[src/rtl/fp_regfile_sb.sv]
// FPU register file: NRD bypassed read ports, two write ports, optional issue scoreboard.
// Define FP_RF_SCOREBOARD_EN to build the pend array, rbusy and busy_cnt; otherwise they tie to 0.
module fp_regfile_sb #(
    parameter int unsigned    DW        = 32,
    parameter int unsigned    AW        = 5,
    parameter int unsigned    NRD       = 2,
    parameter int unsigned    INIT_ADDR = 2,
    parameter logic [DW-1:0]  INIT_VAL  = 'h100
) (
    input  logic              clock,
    input  logic              reset,
    input  logic [NRD*AW-1:0] i_ra,
    output logic [NRD*DW-1:0] o_rd,
    output logic [NRD-1:0]    o_rbusy,
    input  logic              i_wen0,
    input  logic [AW-1:0]     i_wa0,
    input  logic [DW-1:0]     i_wd0,
    input  logic              i_wen1,
    input  logic [AW-1:0]     i_wa1,
    input  logic [DW-1:0]     i_wd1,
    input  logic              i_iss_en,
    input  logic [AW-1:0]     i_iss_wa,
    output logic [AW:0]       o_busy_cnt,
    output logic              o_wcoll
);
    localparam int unsigned DEPTH = 2 ** AW;

    logic [DW-1:0] r_data [DEPTH];
    logic          r_wcoll;
    logic          w_we0;
    logic          w_we1;

    assign w_we0 = i_wen0 && (i_wa0 != '0);
    assign w_we1 = i_wen1 && (i_wa1 != '0);

    // Port 1 is applied first so port 0 wins on an address collision.
    always_ff @(posedge clock or negedge reset) begin
        if (!reset) begin
            for (int unsigned i = 0; i < DEPTH; i++) begin
                r_data[i] <= (INIT_ADDR != 0 && i == INIT_ADDR) ? INIT_VAL : '0;
            end
        end else begin
            if (w_we1) r_data[i_wa1] <= i_wd1;
            if (w_we0) r_data[i_wa0] <= i_wd0;
        end
    end

    always_ff @(posedge clock or negedge reset) begin
        if (!reset) r_wcoll <= 1'b0;
        else        r_wcoll <= w_we0 && w_we1 && (i_wa0 == i_wa1);
    end

    assign o_wcoll = r_wcoll;

`ifdef FP_RF_SCOREBOARD_EN
    logic [DEPTH-1:0] r_pend;
    logic [DEPTH-1:0] w_set;
    logic [DEPTH-1:0] w_clr;
    logic [DEPTH-1:0] w_pend_d;
    logic [AW:0]      r_busy_cnt;
    logic [AW:0]      w_cnt_d;

    // Issue has priority over a clearing write: the new writer owns the register.
    always_comb begin
        w_set = '0;
        w_clr = '0;
        if (i_iss_en && i_iss_wa != '0) w_set[i_iss_wa] = 1'b1;
        if (w_we0) w_clr[i_wa0] = 1'b1;
        if (w_we1) w_clr[i_wa1] = 1'b1;
        w_pend_d = w_set | (r_pend & ~w_clr);
        w_cnt_d  = '0;
        for (int unsigned i = 0; i < DEPTH; i++) begin
            w_cnt_d = w_cnt_d + {{AW{1'b0}}, w_pend_d[i]};
        end
    end

    always_ff @(posedge clock or negedge reset) begin
        if (!reset) begin
            r_pend     <= '0;
            r_busy_cnt <= '0;
        end else begin
            r_pend     <= w_pend_d;
            r_busy_cnt <= w_cnt_d;
        end
    end

    assign o_busy_cnt = r_busy_cnt;
`else
    logic w_unused_iss;
    assign w_unused_iss = ^{i_iss_en, i_iss_wa};
    assign o_busy_cnt   = '0;
`endif

    for (genvar k = 0; k < NRD; k++) begin : g_rd
        logic [AW-1:0] w_addr;
        logic          w_hit0;
        logic          w_hit1;

        assign w_addr = i_ra[k*AW +: AW];
        assign w_hit0 = w_we0 && (i_wa0 == w_addr);
        assign w_hit1 = w_we1 && (i_wa1 == w_addr);
        assign o_rd[k*DW +: DW] = (w_addr == '0) ? '0 :
                                  w_hit0 ? i_wd0 :
                                  w_hit1 ? i_wd1 : r_data[w_addr];
`ifdef FP_RF_SCOREBOARD_EN
        assign o_rbusy[k] = r_pend[w_addr] & ~(w_hit0 | w_hit1);
`else
        assign o_rbusy[k] = 1'b0;
`endif
    end

endmodule
[config.mk]
export PLATFORM = sky130hd
export DESIGN_NAME = fp_regfile_sb
export DESIGN_NICKNAME = d
export VERILOG_FILES = /design/src/rtl/fp_regfile_sb.sv
export SDC_FILE = /design/constraint.sdc
export NUM_CORES = 2
export LEC_CHECK = 0
export BUFFER_PORTS_ARGS = -buffer_cell sky130_fd_sc_hd__buf_2
export CAP_MARGIN = 20
export CORE_MARGIN = 3
export CORE_UTILIZATION = 64
export DETAILED_ROUTE_END_ITERATION = 12
export PLACE_DENSITY = 0.92
export SETUP_SLACK_MARGIN = 0.4
export SLEW_MARGIN = 20
export SYNTH_ARGS = -nofsm -noshare
export SYNTH_HDL_FRONTEND = slang
export SYNTH_SLANG_ARGS = --single-unit
[constraint.sdc]
create_clock -name clock -period 3.39 [get_ports clock]
set_clock_uncertainty 0.2 [all_clocks]
set_input_delay 0.5085 -clock clock [delete_from_list [all_inputs] [get_ports clock]]
set_output_delay 0.5085 -clock clock [all_outputs]
set_load 0.005 [all_outputs]
==> metrics.txt, run 1 <==
# TYPE chip_impl_metric gauge
chip_impl_info{name="run_status",value="stopped before the end"} 1
chip_impl_info{name="lastStage",value="5_1_grt"} 1
chip_impl_info{name="tool.error",value="[ERROR GRT-0116] Global routing finished with congestion. Check the congestion regions in the DRC Viewer."} 1
chip_impl_metric{name="initial_utilization",unit="%"} 64.88
chip_impl_metric{name="grt_total_usage",unit="%"} 76.87
chip_impl_info{name="synthFlopType",value="dfrtp_1"} 1
chip_impl_metric{name="die_height",unit="um"} 325.6
chip_impl_metric{name="avgSynthCellArea",unit="sq um"} 10.03
chip_impl_metric{name="synthesized_flop_and_latch_total",unit=""} 1025
chip_impl_metric{name="grt_first_pass_wirelength",unit="mm"} 591.0
chip_impl_info{name="yosys-top-cells-area",value="dfrtp_1 39%, mux2i_1 17%, mux4_2 11%, a21oi_1 5.1%, nor2_1 3.9%"} 1
chip_impl_metric{name="h-tree-depth",unit=""} 3
chip_impl_metric{name="synth_top_cell_area_share",unit="%"} 39.21
chip_impl_metric{name="number_of_enable_flip_flop_cells_after_synthesis",unit=""} 0
chip_impl_metric{name="synth_cell_types",unit=""} 57
chip_impl_info{name="synthDominantAreaCellType",value="dfrtp_1"} 1
chip_impl_metric{name="grt_start_max_net_pins",unit=""} 97
chip_impl_metric{name="vias_in_the_first_global_route",unit=""} 81270
chip_impl_metric{name="finalWeightedCongestion",unit=""} 1.029
chip_impl_metric{name="synth_async_sr_flop_share",unit="%"} 100.0
chip_impl_metric{name="syn_area",unit="sq um"} 65360
chip_impl_metric{name="cts_buffer_depth",unit=""} 3
chip_impl_metric{name="synth-compound-area-share",unit="%"} 14.21
chip_impl_metric{name="grt_remaining_overflow",unit=""} 52
chip_impl_metric{name="tritoncts.num_buffers",unit=""} 101
chip_impl_info{name="cts-root-buf",value="clkbuf_16"} 1
chip_impl_info{name="dominant_combinational_cell_family_by_area_after_synthesis",value="multiplexers"} 1
chip_impl_metric{name="die_width",unit="um"} 325.6
chip_impl_metric{name="buffer_ports.inserted",unit=""} 152
chip_impl_metric{name="ys_seq_area_share",unit="%"} 39.25
chip_impl_metric{name="synth.yosys.warnings",unit=""} 0
chip_impl_metric{name="synthAdderAreaFrac",unit="%"} 0
chip_impl_metric{name="synth_mux_area_share",unit="%"} 30.98
chip_impl_metric{name="number_of_clock_sinks_seen_by_cts",unit=""} 1025
chip_impl_metric{name="post-dp-hpwl",unit="mm"} 165.5
chip_impl_metric{name="std_cell_rows",unit=""} 116
chip_impl_metric{name="synthSimpleGateAreaFrac",unit="%"} 9.704
chip_impl_metric{name="netlist_instances",unit=""} 6513
chip_impl_metric{name="yosys.area_share.xor_xnor",unit="%"} 0.3350
chip_impl_metric{name="ioPinCount",unit=""} 167
cells in the mapped netlist, drive strengths merged, types with 4 or more instances:
cell     instances
a2111oi         32
a211oi          95
a21oi          670
a221o           32
a22o            53
a22oi          104
a31oi           28
and2            47
buf            305
clkbuf         546
dfrtp         1024
mux2           192
mux2i         1082
mux4           322
nand2          372
nand2b           9
nand3           85
nand4           25
nand4b           4
nor2           685
nor2b           75
nor3            60
nor3b            4
nor4             6
o21ai          416
o221ai          31
o22ai           95
or2              7
or3             44
or3b             4
or4             12
xnor2           11
xor2            14
metrics by stage:
| step | cells | cell area [sq um] | worst slack, ns |
|---|---|---|---|
| 2_1_floorplan | 6520 | 65480 | 0.3983 |
| 3_3_place_gp | 7622 | 69770 | -0.2517 |
| 3_5_place_dp | 7622 | 69770 | -0.3640 |
| 4_1_cts | 7972 | 76780 | -0.2788 |
metal layers:
metal | overflow | global-route usage (%)
met5 | 1 | 66.62
met4 | 15 | 69.24
met3 | 10 | 76.00
met2 | 19 | 86.11
met1 | 7 | 73.33
cells by family after synthesis:
group,after synthesis
AOI/OAI and AO/OA,1563
xor gates and xnor gates,25
buffers and inverters,851
DFF,1025
muxes,1596
other,1
and+or+nand+nor,1452
repair_timing:
item,CTS
hold endpoints to repair,53
cloned,28
hold buffers,2
pin swaps,139
gates resized for setup,317
buffers inserted,134
endpoints found under the setup margin,64
==> run 2: changes to the inputs <==
CORE_UTILIZATION = 40   (was 64)
PLACE_DENSITY = unset   (was 0.92)
PLACE_DENSITY_LB_ADDON = 0.15   (was unset)
SETUP_SLACK_MARGIN = unset   (was 0.4)
==> run 2 against run 1 <==
Compared with the run above:
- the flow now finishes, with violations (setup timing)
- synthesized cell count unchanged
- area after synthesis unchanged
==> metrics.txt, run 2 <==
# TYPE chip_impl_metric gauge
chip_impl_metric{name="layout.filler_cells",unit=""} 14720
chip_impl_info{name="synth_common_cells",value="1082 x mux2i_1, 1024 x dfrtp_1, 685 x nor2_1, 670 x a21oi_1, 531 x clkbuf_1"} 1
chip_impl_metric{name="detail_route.wl_per_cell",unit="um"} 35.24
chip_impl_info{name="regToRegEndpoint",value="r_data[829]"} 1
chip_impl_metric{name="post-dp-hpwl",unit="mm"} 178.3
chip_impl_metric{name="drt_drc_violations_left",unit=""} 0
chip_impl_metric{name="synthesized_flop_and_latch_total",unit=""} 1025
chip_impl_metric{name="number_of_antenna_violations_at_the_first_check_in_global_routing",unit=""} 20
chip_impl_metric{name="timing_max_transition_violations_final",unit=""} 0
chip_impl_info{name="yosys.cell_count.top_type",value="mux2i_1"} 1
chip_impl_metric{name="final.setup.tns",unit="ns"} -2.814
chip_impl_metric{name="clock.fmax",unit="GHz"} 0.2669
chip_impl_metric{name="detail_route.iter0.violations",unit=""} 8877
chip_impl_metric{name="clk_pin_slew",unit="ns"} 0.06
chip_impl_metric{name="finalWeightedCongestion",unit=""} 0.8933
chip_impl_info{name="failed_checks",value="setup timing"} 1
chip_impl_metric{name="netlist_instances",unit=""} 6513
chip_impl_info{name="timing.critical_path.from_type",value="flip-flop"} 1
chip_impl_info{name="registers.top_by_ff_count",value="r_data"} 1
chip_impl_metric{name="synth.yosys.warnings",unit=""} 0
chip_impl_info{name="worst-setup-path-type",value="reg -> out"} 1
chip_impl_info{name="min-delay-path-class",value="in -> reg"} 1
chip_impl_metric{name="layout_worst_path_cycle_share",unit="%"} 110.5
chip_impl_metric{name="buffer_ports.inserted",unit=""} 152
chip_impl_metric{name="ys_seq_area_share",unit="%"} 39.25
chip_impl_metric{name="timing.critical_path.arrival",unit="ns"} 3.04
chip_impl_metric{name="grt_remaining_overflow",unit=""} 0
chip_impl_metric{name="slew_headroom",unit="%"} 16.14
chip_impl_metric{name="synth_top_cell_area_share",unit="%"} 39.21
chip_impl_metric{name="postPlaceCellArea",unit="sq um"} 71710
chip_impl_metric{name="tightest_slew",unit="ns"} 1.258
chip_impl_metric{name="avgSynthCellArea",unit="sq um"} 10.03
chip_impl_metric{name="reg2reg_setup_slack",unit="ns"} 2.26
chip_impl_metric{name="setup_ws",unit="ns"} -0.3563
chip_impl_metric{name="grt_total_usage",unit="%"} 35.83
chip_impl_metric{name="final_core_util",unit="%"} 48.71
chip_impl_info{name="tritoncts_clock_tree",value="yes"} 1
chip_impl_metric{name="ioPinCount",unit=""} 167
chip_impl_info{name="synthFlopType",value="dfrtp_1"} 1
chip_impl_info{name="path_delay_family",value="compound AO/OA/AOI/OAI gates"} 1
chip_impl_metric{name="std_cell_rows",unit=""} 147
chip_impl_metric{name="post-route-min-period",unit="ns"} 3.746
chip_impl_metric{name="timing_hold_violations_final",unit=""} 0
chip_impl_info{name="layout_common_cells",value="1082 x mux2i_1, 1024 x dfrtp_1, 668 x a21oi_1, 655 x nor2_1, 412 x o21ai_0"} 1
chip_impl_metric{name="required",unit="ns"} 2.68
chip_impl_metric{name="area.growth.synth_to_final",unit="%"} 20.36
chip_impl_info{name="cts-root-buf",value="clkbuf_16"} 1
chip_impl_metric{name="die_height",unit="um"} 410.2
chip_impl_metric{name="leakagePower",unit="nW"} 32.92
chip_impl_metric{name="reg2reg_path_depth",unit=""} 3
chip_impl_info{name="layout_commonest_cell",value="mux2i_1"} 1
chip_impl_metric{name="setup-violations-final",unit=""} 19
chip_impl_info{name="run_status",value="finished with violations"} 1
chip_impl_metric{name="detail-route-antenna-nets",unit=""} 0
chip_impl_metric{name="cts_buffer_depth",unit=""} 3
chip_impl_metric{name="tritoncts.num_buffers",unit=""} 118
chip_impl_info{name="regToRegStartpoint",value="r_data[829]"} 1
chip_impl_metric{name="initial_utilization",unit="%"} 40.47
chip_impl_metric{name="grt_start_max_net_pins",unit=""} 91
chip_impl_info{name="crit_slowest_cell",value="or4_1"} 1
chip_impl_info{name="yosys-top-cells-area",value="dfrtp_1 39%, mux2i_1 17%, mux4_2 11%, a21oi_1 5.1%, nor2_1 3.9%"} 1
chip_impl_metric{name="path_buf_inv",unit=""} 1
chip_impl_metric{name="critPathMaxFanout",unit=""} 3
chip_impl_metric{name="layout_cells_sized_above_1",unit="%"} 25.56
chip_impl_info{name="timing.critical_path.cells",value="mux4_2, a22o_1, or4_1, a221o_1, buf_2"} 1
chip_impl_metric{name="vias_per_cell",unit=""} 6.515
chip_impl_metric{name="vdd_drop_max",unit="V"} 0.0004243
chip_impl_metric{name="synth_cell_types",unit=""} 57
chip_impl_metric{name="number_of_clock_sinks_seen_by_cts",unit=""} 1025
chip_impl_metric{name="cp_num_cells",unit=""} 5
chip_impl_metric{name="max-cap-violations",unit=""} 0
chip_impl_metric{name="numnets_final",unit=""} 6658
chip_impl_metric{name="die_width",unit="um"} 410.2
chip_impl_metric{name="slowest_delay",unit="ns"} 0.52
chip_impl_metric{name="power.density",unit="nW/um^2"} 558.4
chip_impl_metric{name="h-tree-depth",unit=""} 3
chip_impl_metric{name="hold-path-cell-count",unit=""} 3
chip_impl_info{name="crit_path_start",value="r_data[928]"} 1
chip_impl_metric{name="num_vias",unit=""} 57500
chip_impl_info{name="rsz0062_at_grt",value="yes"} 1
chip_impl_metric{name="syn_area",unit="sq um"} 65360
chip_impl_metric{name="route.final.wire_length",unit="mm"} 311.0
chip_impl_metric{name="synth_async_sr_flop_share",unit="%"} 100.0
chip_impl_metric{name="design.die.area",unit="sq um"} 168300
chip_impl_info{name="timing.critical_path.to",value="o_rd[0]"} 1
chip_impl_metric{name="number_of_enable_flip_flop_cells_after_synthesis",unit=""} 0
chip_impl_info{name="worstSetupEndpointType",value="output pin"} 1
chip_impl_metric{name="firstDrtPassIters",unit=""} 7
chip_impl_metric{name="place_inst",unit=""} 8484
chip_impl_metric{name="max_ffs_per_register",unit=""} 1024
chip_impl_metric{name="clock_insertion_delay_worst_skew",unit="ns"} 0.77
chip_impl_metric{name="finalInstanceArea",unit="sq um"} 78660
chip_impl_metric{name="fp.coreArea",unit="sq um"} 161500
chip_impl_metric{name="vias_in_the_first_global_route",unit=""} 54620
chip_impl_metric{name="grt_first_pass_wirelength",unit="mm"} 430.6
chip_impl_info{name="synthDominantAreaCellType",value="dfrtp_1"} 1
chip_impl_metric{name="post_layout_nonfiller_instances",unit=""} 8826
-- run 2: report_power, final --
part | total, mW | switching [mW] | leakage (nW) | internal, mW
clock | 14.2 | 5.88 | 2.07 | 8.28
combinational | 11.6 | 5.36 | 18.4 | 6.25
sequential | 18.2 | 2.72 | 12.5 | 15.4
total | 43.9 | 14.0 | 32.9 | 30.0
-- run 2: per-stage QoR --
step	setup WS, ns	hold slack, ns	total power [mW]
floorplan	0.1879	0.01291	24.94
global placement	-0.2935	0.1813	28.57
detailed placement	-0.2618	0.1850	28.90
CTS	-0.3726	0.003406	43.45
global route	-0.3647	0.04626	45.67
finish	-0.3563	0.06061	43.93
-- run 2: worst min path at each step --
stage / startpoint / to
floorplan: reset / o_wcoll
finish: i_wd1[2] / r_data[834]
global placement: r_data[1018] / r_data[1018]
CTS: i_wd0[0] / r_data[928]
global route: i_wd0[0] / r_data[928]
detailed placement: r_data[992] / r_data[992]
-- run 2: cell type report --
class | count | area (sq um) | share of cell area, %
Multi-Input combinational cell | 4644 | 37570 | 47.76
Sequential cell | 1025 | 25650 | 32.61
Timing Repair Buffer | 775 | 8519 | 10.83
Clock buffer | 171 | 3492 | 4.439
Tap cell | 2160 | 2703 | 3.436
Clock inverter | 45 | 713.2 | 0.9066
Antenna cell | 6 | 15.01 | 0.01909
-- run 2: timing repair --
| action | in CTS | in global routing |
|---|---|---|
| pin swaps | 74 | 80 |
| gates cloned | 11 | 7 |
| buffers inserted | 61 | 40 |
| endpoints found under the setup margin | 64 | 63 |
| hold buffers | 10 | 0 |
| gates resized for setup | 110 | 128 |
| endpoints found under the hold margin | 68 | 0 |
-- run 2: logic make-up (layout without fill, tap and decap cells) --
logic type	Yosys count	in the layout	share of synthesized area, %
AND/OR/NAND/NOR	1452	1452	9.704
AO/OA/AOI/OAI	1563	1563	14.21
buffers and inverters	851	991	5.527
multiplexers	1596	1596	30.98
flip-flops	1025	1025	39.25
other	1	14	0.005738
XOR/XNOR	25	25	0.3350
-- run 2: layer usage --
metal	global-route usage [%]	up-vias	wire (um)
li1	-	23890	-
met1	50.37	28950	125500
met2	50.82	3896	130500
met3	10.56	763	39240
met4	16.01	4	15680
met5	0	-	22
-- run 2: tightest hold or removal path, cell delays in order --
cell and delay (ns):
buf_2 0.22, mux2i_1 0.16, o21ai_0 0.08
No activity file was read; power rests on OpenSTA's default activity.
